--- src/rtl/uart_sha_block_loader.sv ---
// Packs UART bytes MSB-first into 512-bit SHA-256 message blocks
// and hands each block to the hash core over valid/ready.
module uart_sha_block_loader #(
  parameter int UART_DATA_WIDTH = 8,
  parameter int BYTES_PER_BLOCK = 64,
  parameter int TIMEOUT_CLKS    = 4160,
  parameter int CNT_WIDTH       = 16
) (
  input  logic                 i_Clock,
  input  logic                 i_Reset,
  input  logic                 i_Rx_DV,
  input  logic [UART_DATA_WIDTH-1:0] i_Rx_Byte,
  output logic                 o_Block_Valid,
  input  logic                 i_Block_Ready,
  output logic [BYTES_PER_BLOCK*UART_DATA_WIDTH-1:0] o_Block,
  output logic [CNT_WIDTH-1:0] o_Block_Count,
  output logic                 o_Overrun,
  output logic                 o_Timeout
);

  localparam int BW = BYTES_PER_BLOCK * UART_DATA_WIDTH;
  localparam int IW = $clog2(BYTES_PER_BLOCK);
  localparam logic [IW-1:0] LAST_IDX = IW'(BYTES_PER_BLOCK - 1);
  localparam logic [CNT_WIDTH-1:0] TO_LAST = CNT_WIDTH'(TIMEOUT_CLKS - 1);

  typedef enum logic [1:0] {
    S_COLLECT = 2'd0,
    S_PRESENT = 2'd1
  } state_t;

  state_t               state, state_nxt;
  logic [IW-1:0]        idx, idx_nxt;
  logic [CNT_WIDTH-1:0] tcnt, tcnt_nxt;
  logic [BW-1:0]        blk_nxt;
  logic                 valid_nxt;
  logic [CNT_WIDTH-1:0] count_nxt;
  logic                 ovr_nxt;
  logic                 to_nxt;

  always_ff @(posedge i_Clock) begin
    if (i_Reset) begin
      state         <= S_COLLECT;
      idx           <= '0;
      tcnt          <= '0;
      o_Block       <= '0;
      o_Block_Valid <= 1'b0;
      o_Block_Count <= '0;
      o_Overrun     <= 1'b0;
      o_Timeout     <= 1'b0;
    end else begin
      state         <= state_nxt;
      idx           <= idx_nxt;
      tcnt          <= tcnt_nxt;
      o_Block       <= blk_nxt;
      o_Block_Valid <= valid_nxt;
      o_Block_Count <= count_nxt;
      o_Overrun     <= ovr_nxt;
      o_Timeout     <= to_nxt;
    end
  end

  always_comb begin
    state_nxt = state;
    idx_nxt   = idx;
    tcnt_nxt  = tcnt;
    blk_nxt   = o_Block;
    valid_nxt = o_Block_Valid;
    count_nxt = o_Block_Count;
    ovr_nxt   = 1'b0;
    to_nxt    = 1'b0;
    case (state)
      S_COLLECT: begin
        valid_nxt = 1'b0;
        if (i_Rx_DV) begin
          // a byte on the expiry cycle beats the timeout
          blk_nxt  = {o_Block[BW-UART_DATA_WIDTH-1:0], i_Rx_Byte};
          tcnt_nxt = '0;
          if (idx != LAST_IDX) begin
            idx_nxt = idx + IW'(1);
          end else begin
            idx_nxt   = '0;
            state_nxt = S_PRESENT;
            valid_nxt = 1'b1;
          end
        end else if (idx == '0) begin
          tcnt_nxt = '0;
        end else if (tcnt == TO_LAST) begin
          idx_nxt  = '0;
          tcnt_nxt = '0;
          blk_nxt  = '0;
          to_nxt   = 1'b1;
        end else begin
          tcnt_nxt = tcnt + CNT_WIDTH'(1);
        end
      end
      S_PRESENT: begin
        tcnt_nxt  = '0;
        valid_nxt = 1'b1;
        ovr_nxt   = i_Rx_DV;
        if (i_Block_Ready) begin
          valid_nxt = 1'b0;
          state_nxt = S_COLLECT;
          idx_nxt   = '0;
          count_nxt = o_Block_Count + CNT_WIDTH'(1);
        end
      end
      default: begin
        state_nxt = S_COLLECT;
        idx_nxt   = '0;
        tcnt_nxt  = '0;
        valid_nxt = 1'b0;
      end
    endcase
  end

endmodule

--- config.mk ---
export PLATFORM = sky130hd
export DESIGN_NAME = uart_sha_block_loader
export DESIGN_NICKNAME = d
export VERILOG_FILES = /design/src/rtl/uart_sha_block_loader.sv
export SDC_FILE = /design/constraint.sdc
export NUM_CORES = 1
export LEC_CHECK = 0
export ABC_AREA = 1
export BUFFER_PORTS_ARGS = -buffer_cell sky130_fd_sc_hd__buf_2
export CORE_ASPECT_RATIO = 0.8
export CORE_UTILIZATION = 48
export CTS_CLUSTER_DIAMETER = 50
export DETAILED_ROUTE_END_ITERATION = 12
export MAX_ROUTING_LAYER = met4
export PLACE_DENSITY = 0.78
export SYNTH_ARGS = -nofsm -noshare
export SYNTH_HDL_FRONTEND = slang
export SYNTH_SLANG_ARGS = --single-unit
--- constraint.sdc ---
create_clock -name i_Clock -period 1.8 [get_ports i_Clock]
set_input_delay 0.54 -clock i_Clock [delete_from_list [all_inputs] [get_ports i_Clock]]
set_output_delay 0.54 -clock i_Clock [all_outputs]
set_load 0.005 [all_outputs]
# After elaboration in Yosys (flattened, before gate mapping)
# Cells that the tools add are included.
# totals
regBits	555
latchBits	0
ram_bits	0
mem_bits_ro	0
inputBits	12
mem_count	0
# classes
add_sub_neg	3
multipliers	0
n_div	0
magnitude_cmp	0
n_eq_ne	9
shift	0
n_mux	18
bitwise	2
reduce_logical	10
# ops
op	n
$mux W512	3
$add A16 B1 Y16 const B	2
$mux W6	5
$eq A16 B13 Y1 const B	1
$pmux W6 S2	1
$reduce_and A3 Y1	3
$ne A2 B2 Y1 const B	4
$add A6 B1 Y6 const B	1
$logic_not A6 Y1	1
$mux W2	3
$ne A3 B3 Y1 const B	2
$ne A6 B6 Y1 const B	1
$reduce_or A5 Y1	1
$mux W1	4
$pmux W2 S2	1
$reduce_or A4 Y1	1
$eq A2 B1 Y1 const B	1
$logic_not A2 Y1	1
$not A1 Y1	2
$pmux W1 S2	1
$reduce_and A2 Y1	1
$reduce_bool A2 Y1	1
$reduce_or A2 Y1	1

# Logic depth before layout (Yosys ltp)
# Gate-level depths: netlist of the first run.
# depth
word_depth	5
mapped_depth	11

# Worst setup path after synthesis of the first run
# OpenSTA, ideal clock, no wires.
# synth_path
path_kind	register -> register
start	reg tcnt[0]
end	reg o_Block[264]
setup_time_ns	0.118
arrival_ns	1.564
required_ns	1.682
setup_slack_ns	0.118
path_stages_with_launch	11
path_buffers	2
synth_period_minus_slack_ns	1.682
path_cell_list	dfxtp_1 ha_1 nand2_1 nor2_2 nand3_2 nor2_4 nand2_4 buf_4 clkbuf_1 a22oi_1 nor2_1
# synth_between
elab_chain_len	3
# synth_rtl
item	line_no	text
from (decl)	33	logic [CNT_WIDTH-1:0] tcnt, tcnt_nxt;
from (signal assigned)	53	tcnt <= tcnt_nxt;
$eq A16 B13 Y1	87	end else if (tcnt == TO_LAST) begin
$reduce_bool A2 Y1 (no line)	n/a	
$reduce_and A3 Y1 (no line)	n/a	
to (signal assigned)	54	o_Block <= blk_nxt;
to (decl)	15	output logic [BYTES_PER_BLOCK*UART_DATA_WIDTH-1:0] o_Block,
# Every way passes these cells.
# A chain may end at the register's enable or synchronous reset.

# Final worst setup path of the first run
# layout_path
start	reg tcnt[1]
end	reg o_Block[316]
# The elaborated chain is that of the path after synthesis.

==> impl_metrics.py, run 1 <==
metrics = {
    "status": {
        "status": "finished with violations",
        "violations": "negative setup slack",
    },
    "sta": {
        "tightest_slew_ns": 0.582,
        "finalSetupViolations": 260,
        "hold_slack_ns": 0.184,
        "fin_crit_sh": 1.06,
        "maxSlewViolCount": 0,
        "finalSetupTns_ns": -6.59,
        "max_slew_margin": 0.609,
        "fin_crit_ns": 1.90,
        "finalHoldViolations": 0,
        "fin_ws_ns": -0.100,
        "rsz0062_at_grt": "true",
        "fin_worst_skew_ns": 0.0273,
        "fmax_mhz": 526,
    },
    "die": {
        "start_util": 0.493,
        "coreArea_sq_um": 44900,
        "io_pins": 543,
        "dieArea_sq_um": 46900,
        "dieHeight_microns": 194,
        "rows": 69,
        "fp.dieW_microns": 242,
    },
    "route": {
        "route.detailed.wl_per_inst_microns": 21.0,
        "vias": 22900,
        "vias_per_cell": 6.04,
        "wirelength_microns": 79500,
        "drt_iter0_drc": 2102,
        "ant_nets": 0,
        "post-route-drc-count": 0,
        "dr.pass1.iters": 7,
    },
    "clock_network": {
        "numCtsBuffers": 55,
        "clk_pin_slew_ns": 0.07,
        "htreeDepth": 2,
        "hold_buffers": 0,
        "max-clock-path-buffers": 3,
        "cts-root-buf": "clkbuf_16",
        "cts_tree": "yes",
        "cts_sinks": 554,
        "insertion_delay_ns": 0.61,
    },
    "finish": {
        "n_antenna_cell": 0,
        "drive_above_1_share": 0.336,
        "layout.nets": 3160,
        "instances_no_fill": 3786,
        "final_area_sq_um": 30100,
        "syn2layout_area_growth_pct": 36.2,
    },
    "yosys": {
        "synth_area_per_cell_sq_um": 8.44,
        "yosysSeqAreaShare": 0.501,
        "ys_seq_elements": 554,
        "synthesis.area_sq_um": 22100,
        "ys_warn_count": 0,
        "ys_types": 34,
        "synthesis.instances": 2619,
        "synth_nets": 2635,
    },
    "global_route": {
        "grt_pass1_vias": 20500,
        "use_met1": 0.397,
        "grt_antenna_before_repair": 0,
        "grt-busiest-layer": "met2",
        "grt_max_degree": 124,
        "met3_usage": 0.0587,
        "overflow": 0,
        "use_met2": 0.470,
        "grt_pass1_wl_microns": 116000,
        "track_usage": 0.308,
    },
    "worst_setup_path": {
        "reg2reg_depth": 12,
        "path_delay_family": "simple AND/OR/NAND/NOR gates",
        "cpPeakStageDelay_ns": 0.36,
        "arrival_ns": 2.42,
        "required_ns": 2.32,
        "critical-path-slowest-cell": "dfxtp_2",
        "crit_chain": "ha_4 > nand2_4 > nor2_4 > nand3_2 > nor2_4 > nand2_8 > nand2_8 > buf_12 > buf_4 > clkbuf_16 > o21ai_1 > nor2_1",
        "critPathMaxFanout": 6,
        "endpoint_kind": "flop",
        "critPathKind": "flop to flop",
        "cp.buffers_inverters": 3,
        "cp-start-kind": "flop",
        "cp_num_cells": 12,
    },
    "placed_design": {
        "hpwlAfterDp_microns": 48400,
        "place_inst": 3628,
        "port_buffers": 542,
        "place_area_sq_um": 26000,
        "gp_congestion": 0.960,
    },
    "pwr": {
        "ir_drop_mv": 0.923,
        "power_density_nw_per_um2": 956,
        "leakage_nw": 14.0,
        "power_mw": 28.8,
    },
    "flow_run": {
        "cap_violations": 0,
    },
    "hold_path": {
        "worstHoldPathCells": 3,
        "hold_path_class": "input pin to flop",
    },
}
[cell type report]
cell class	count	area [sq um]
clock inverters	16	203
multi-input cells	1733	10400
inverters	44	180
repair buffers	756	5940
clock buffers	80	1560
flip-flops and latches	554	11100
fillers	3396	14800
well taps	603	754
[power by group]
| part | switching, mW | total (mW) | internal (mW) |
|---|---|---|---|
| clock network | 5.01 | 11.5 | 6.47 |
| registers | 0.703 | 13.6 | 12.9 |
| logic | 2.01 | 3.67 | 1.66 |
| total | 7.72 | 28.8 | 21.1 |
[Yosys cell counts]
cell,number,area [sq um]
a211oi_1,3,22.5
a21oi_1,26,130
a22oi_1,504,3780
and3_1,1,6.26
buf_1,51,191
buf_2,55,275
buf_4,4,30.0
buf_6,50,563
buf_8,1,15.0
clkbuf_1,127,477
dfxtp_1,554,11100
ha_1,4,50.1
inv_1,39,146
inv_2,5,18.8
nand2_1,60,225
nand2_4,1,11.3
nand2_8,1,20.0
nand3_1,27,135
nand3_2,1,10.0
nand4_1,12,75.1
nor2_1,551,2070
nor2_2,1,6.26
nor2_4,2,22.5
nor3_1,12,60.1
nor3_2,1,10.0
nor3b_1,1,7.51
nor4_1,1,6.26
o21a_1,1,7.51
o21ai_0,52,260
o21ai_1,460,2300
o31ai_1,1,7.51
or2_2,3,18.8
xnor2_1,2,17.5
xor2_1,5,43.8
[layer usage]
metal	share of wire	vias to the layer above
met1	0.40	10900
met4	0.055	0
li1	-	10400
met2	0.46	1294
met3	0.087	296
met5	0	-
[flip-flops by register name, summed over array words and instances, names as in the netlist]
register       flops
o_Block_Count     16
idx                6
state              1
o_Timeout          1
o_Block_Valid      1
o_Overrun          1
o_Block          512
tcnt              16
[placed cells by master, fill, tap and decap left out, types with 3 or more instances in the layout]
| master | count |
|---|---|
| buf_8 | 11 |
| nor2_4 | 3 |
| buf_16 | 18 |
| buf_4 | 95 |
| xor2_1 | 5 |
| a22oi_2 | 200 |
| clkinv_2 | 3 |
| inv_8 | 4 |
| a22oi_1 | 304 |
| a211oi_1 | 3 |
| nand3_1 | 27 |
| clkbuf_16 | 79 |
| nor3_1 | 12 |
| buf_2 | 541 |
| dfxtp_1 | 550 |
| or2_2 | 3 |
| a21oi_1 | 26 |
| clkbuf_1 | 17 |
| nand4_1 | 12 |
| o21ai_2 | 9 |
| o21ai_0 | 48 |
| inv_6 | 3 |
| buf_12 | 59 |
| inv_2 | 5 |
| nand2_1 | 58 |
| buf_6 | 9 |
| clkbuf_8 | 7 |
| dfxtp_2 | 4 |
| inv_1 | 37 |
| o21ai_1 | 455 |
| ha_1 | 3 |
| nor2_1 | 549 |
| bufinv_16 | 3 |
[final timing paths]
kind                                   start            to  slack, ns
worst min register to register      tcnt[13]      tcnt[13]       0.49
worst max-delay path                 tcnt[1]  o_Block[316]      -0.10
worst min-delay path            i_Rx_Byte[0]    o_Block[0]       0.18
worst max register to register       tcnt[1]  o_Block[316]      -0.10
[worst reg2reg max path, delay by kind of cell (launching register included)]
family / cells / cell delay, ns
and+or+nand+nor: 7 / 0.76
adders and majority gates: 1 / 0.15
DFF: 1 / 0.36
AOI/OAI and AO/OA: 1 / 0.08
buffers and inverters: 3 / 0.49
[per-stage QoR]
step,setup slack [ns],utilization
2_1_floorplan,0.118,-
3_3_place_gp,-0.0563,0.579
3_5_place_dp,-0.135,0.579
4_1_cts,-0.0882,0.638
5_1_grt,-0.180,0.671
6_report,-0.100,0.671
[logic make-up (layout without fill, tap and decap cells)]
family / after synthesis / in the layout / share of synthesized area
AOI/OAI and AO/OA: 1047 / 1047 / 0.295
and+or+nand+nor: 675 / 675 / 0.121
DFF: 554 / 554 / 0.501
buffers and inverters: 332 / 896 / 0.0776
xor gates and xnor gates: 7 / 7 / 0.00277
adders and majority gates: 4 / 4 / 0.00226
[repair_timing]
item	4_1_cts	5_1_grt
pin swaps	7	38
cloned	9	29
hold endpoints to repair	0	0
resized for setup	100	180
buffers inserted	19	9
setup endpoints to repair	509	519
Power figures use the tool's default switching activity.
==> run 2: changes to the inputs <==
- CORE_UTILIZATION: 48 -> 30
- PLACE_DENSITY: 0.78 -> 0.54
- SLEW_MARGIN: unset -> 10
==> run 2 against run 1 <==
Compared with the run above: the flow still finishes with violations (negative setup slack); register-to-register slack got worse by 0.04 ns; hold slack improved by 0.0029 ns; maximum frequency decreased by 1.9%; sequential power about the same; die area increased by 59%; clock power increased by 18%; wire length increased by 9.0%; total power increased by 7.8%; clock skew increased by 0.0040 ns; largest cell class unchanged.
==> impl_metrics.py, run 2 (synthesis results as in run 1) <==
metrics = {
    "die": {
        "start_util": 0.305,
        "io_pins": 543,
        "coreArea_sq_um": 72600,
        "rows": 88,
        "fp.dieW_microns": 306,
        "dieArea_sq_um": 74800,
        "dieHeight_microns": 245,
    },
    "finish": {
        "largest_reg_flops": 512,
        "layout.nets": 3257,
        "mostFrequentLayoutCells": "nor2_1, dfxtp_1, buf_2",
        "drive_above_1_share": 0.363,
        "n_antenna_cell": 0,
        "largest_register": "o_Block",
        "syn2layout_area_growth_pct": 44.7,
        "instances_no_fill": 4233,
        "final_core_util": 0.441,
        "fillers": 7064,
        "reg.largest.list": "o_Block: 512 flops, o_Block_Count: 16 flops, tcnt: 16 flops",
        "final_common_cell": "nor2_1",
    },
    "sta": {
        "fin_ws_ns": -0.137,
        "fin_worst_skew_ns": 0.0313,
        "fin_crit_sh": 1.08,
        "rsz0062_at_grt": "true",
        "finalSetupViolations": 483,
        "finalSetupTns_ns": -30.53,
        "fin_crit_ns": 1.94,
        "fmax_mhz": 516,
        "finalHoldViolations": 0,
        "max_slew_margin": 0.636,
        "tightest_slew_ns": 0.541,
        "maxSlewViolCount": 0,
    },
    "route": {
        "post-route-drc-count": 0,
        "vias_per_cell": 5.17,
        "vias": 21900,
        "drt_iter0_drc": 1536,
        "ant_nets": 0,
        "dr.pass1.iters": 6,
        "route.detailed.wl_per_inst_microns": 20.5,
        "wirelength_microns": 86600,
    },
    "worst_setup_path": {
        "endpoint_kind": "flop",
        "critPathMaxFanout": 8,
        "required_ns": 2.34,
        "cp-start-kind": "flop",
        "critPathKind": "flop to flop",
        "arrival_ns": 2.48,
    },
    "global_route": {
        "grt_pass1_vias": 20200,
        "grt_pass1_wl_microns": 126000,
        "overflow": 0,
        "grt_antenna_before_repair": 1,
        "track_usage": 0.220,
        "grt_max_degree": 77,
    },
    "placed_design": {
        "hpwlAfterDp_microns": 56300,
        "port_buffers": 542,
        "gp_congestion": 0.828,
        "place_inst": 4034,
        "place_ws_ns": -0.183,
    },
    "clock_network": {
        "insertion_delay_ns": 0.61,
        "numCtsBuffers": 67,
        "clk_pin_slew_ns": 0.06,
        "hold_buffers": 0,
        "htreeDepth": 3,
        "cts_sinks": 554,
        "cts-root-buf": "clkbuf_16",
        "cts_tree": "yes",
        "max-clock-path-buffers": 3,
    },
    "pwr": {
        "ir_drop_mv": 0.562,
        "power_density_nw_per_um2": 970,
        "leakage_nw": 14.8,
    },
    "status": {
        "violations": "negative setup slack",
        "status": "finished with violations",
    },
    "hold_path": {
        "hold_path_class": "input pin to flop",
    },
    "flow_run": {
        "cap_violations": 0,
    },
}
[run 2: worst max-delay path, stage by stage (launching register included)]
cell	delay, ns
dfxtp_2	0.35
ha_4	0.15
nand2_4	0.05
nor2_4	0.12
nand3_2	0.09
nor2_4	0.17
nand2_8	0.10
nand2_8	0.08
buf_4	0.11
buf_12	0.14
buf_12	0.16
clkbuf_16	0.16
o21ai_0	0.07
nor2_1	0.10
[run 2: metal layers]
| layer | vias up | track usage | share of wire |
|---|---|---|---|
| met5 | - | - | 0 |
| met4 | 0 | 0.0698 | 0.028 |
| met3 | 146 | 0.0519 | 0.065 |
| met2 | 661 | 0.314 | 0.43 |
| met1 | 10500 | 0.303 | 0.47 |
| li1 | 10600 | - | - |
[run 2: power by group]
part	internal [mW]	switching, mW	total [mW]	leakage (nW)
sequential	12.9	0.708	13.7	4.56
clock	7.95	5.64	13.6	1.08
combinational	1.76	2.04	3.80	9.11
total	22.7	8.39	31.0	14.8
[run 2: path summary, 6_finish.rpt]
path,start,end,slack [ns],depth (start not counted)
worst max-delay path,tcnt[1],o_Block[467],-0.14,13
worst min-delay path,i_Rx_Byte[1],o_Block[1],0.19,3
worst max register to register,tcnt[1],o_Block[467],-0.14,13
worst min register to register,o_Block_Count[4],o_Block_Count[4],0.49,2
[run 2: cell type report]
class	instances	area (sq um)	share of cell area
Clock inverter	22	244	0.00763
Multi-Input combinational cell	1734	10500	0.327
Tap cell	945	1180	0.0370
Timing Repair Buffer	840	6870	0.215
Sequential cell	554	11100	0.347
Inverter	44	185	0.00579
Clock buffer	94	1950	0.0611
[run 2: repair_timing]
item,4_1_cts,5_1_grt
endpoints found under the setup margin,520,547
resized for setup,174,168
pin swaps,18,38
cloned,16,31
setup buffers,27,19
[run 2: metrics by stage]
| stage | total power [mW] | hold WS, ns | instance area [sq um] |
|---|---|---|---|
| after floorplan | 15.5 | 0.418 | 22100 |
| after global placement | 17.2 | 0.482 | 26900 |
| after detailed placement | 17.2 | 0.477 | 26900 |
| after CTS | 31.0 | 0.150 | 30600 |
| after global routing | 32.3 | 0.164 | 32000 |
| final | 31.0 | 0.187 | 32000 |
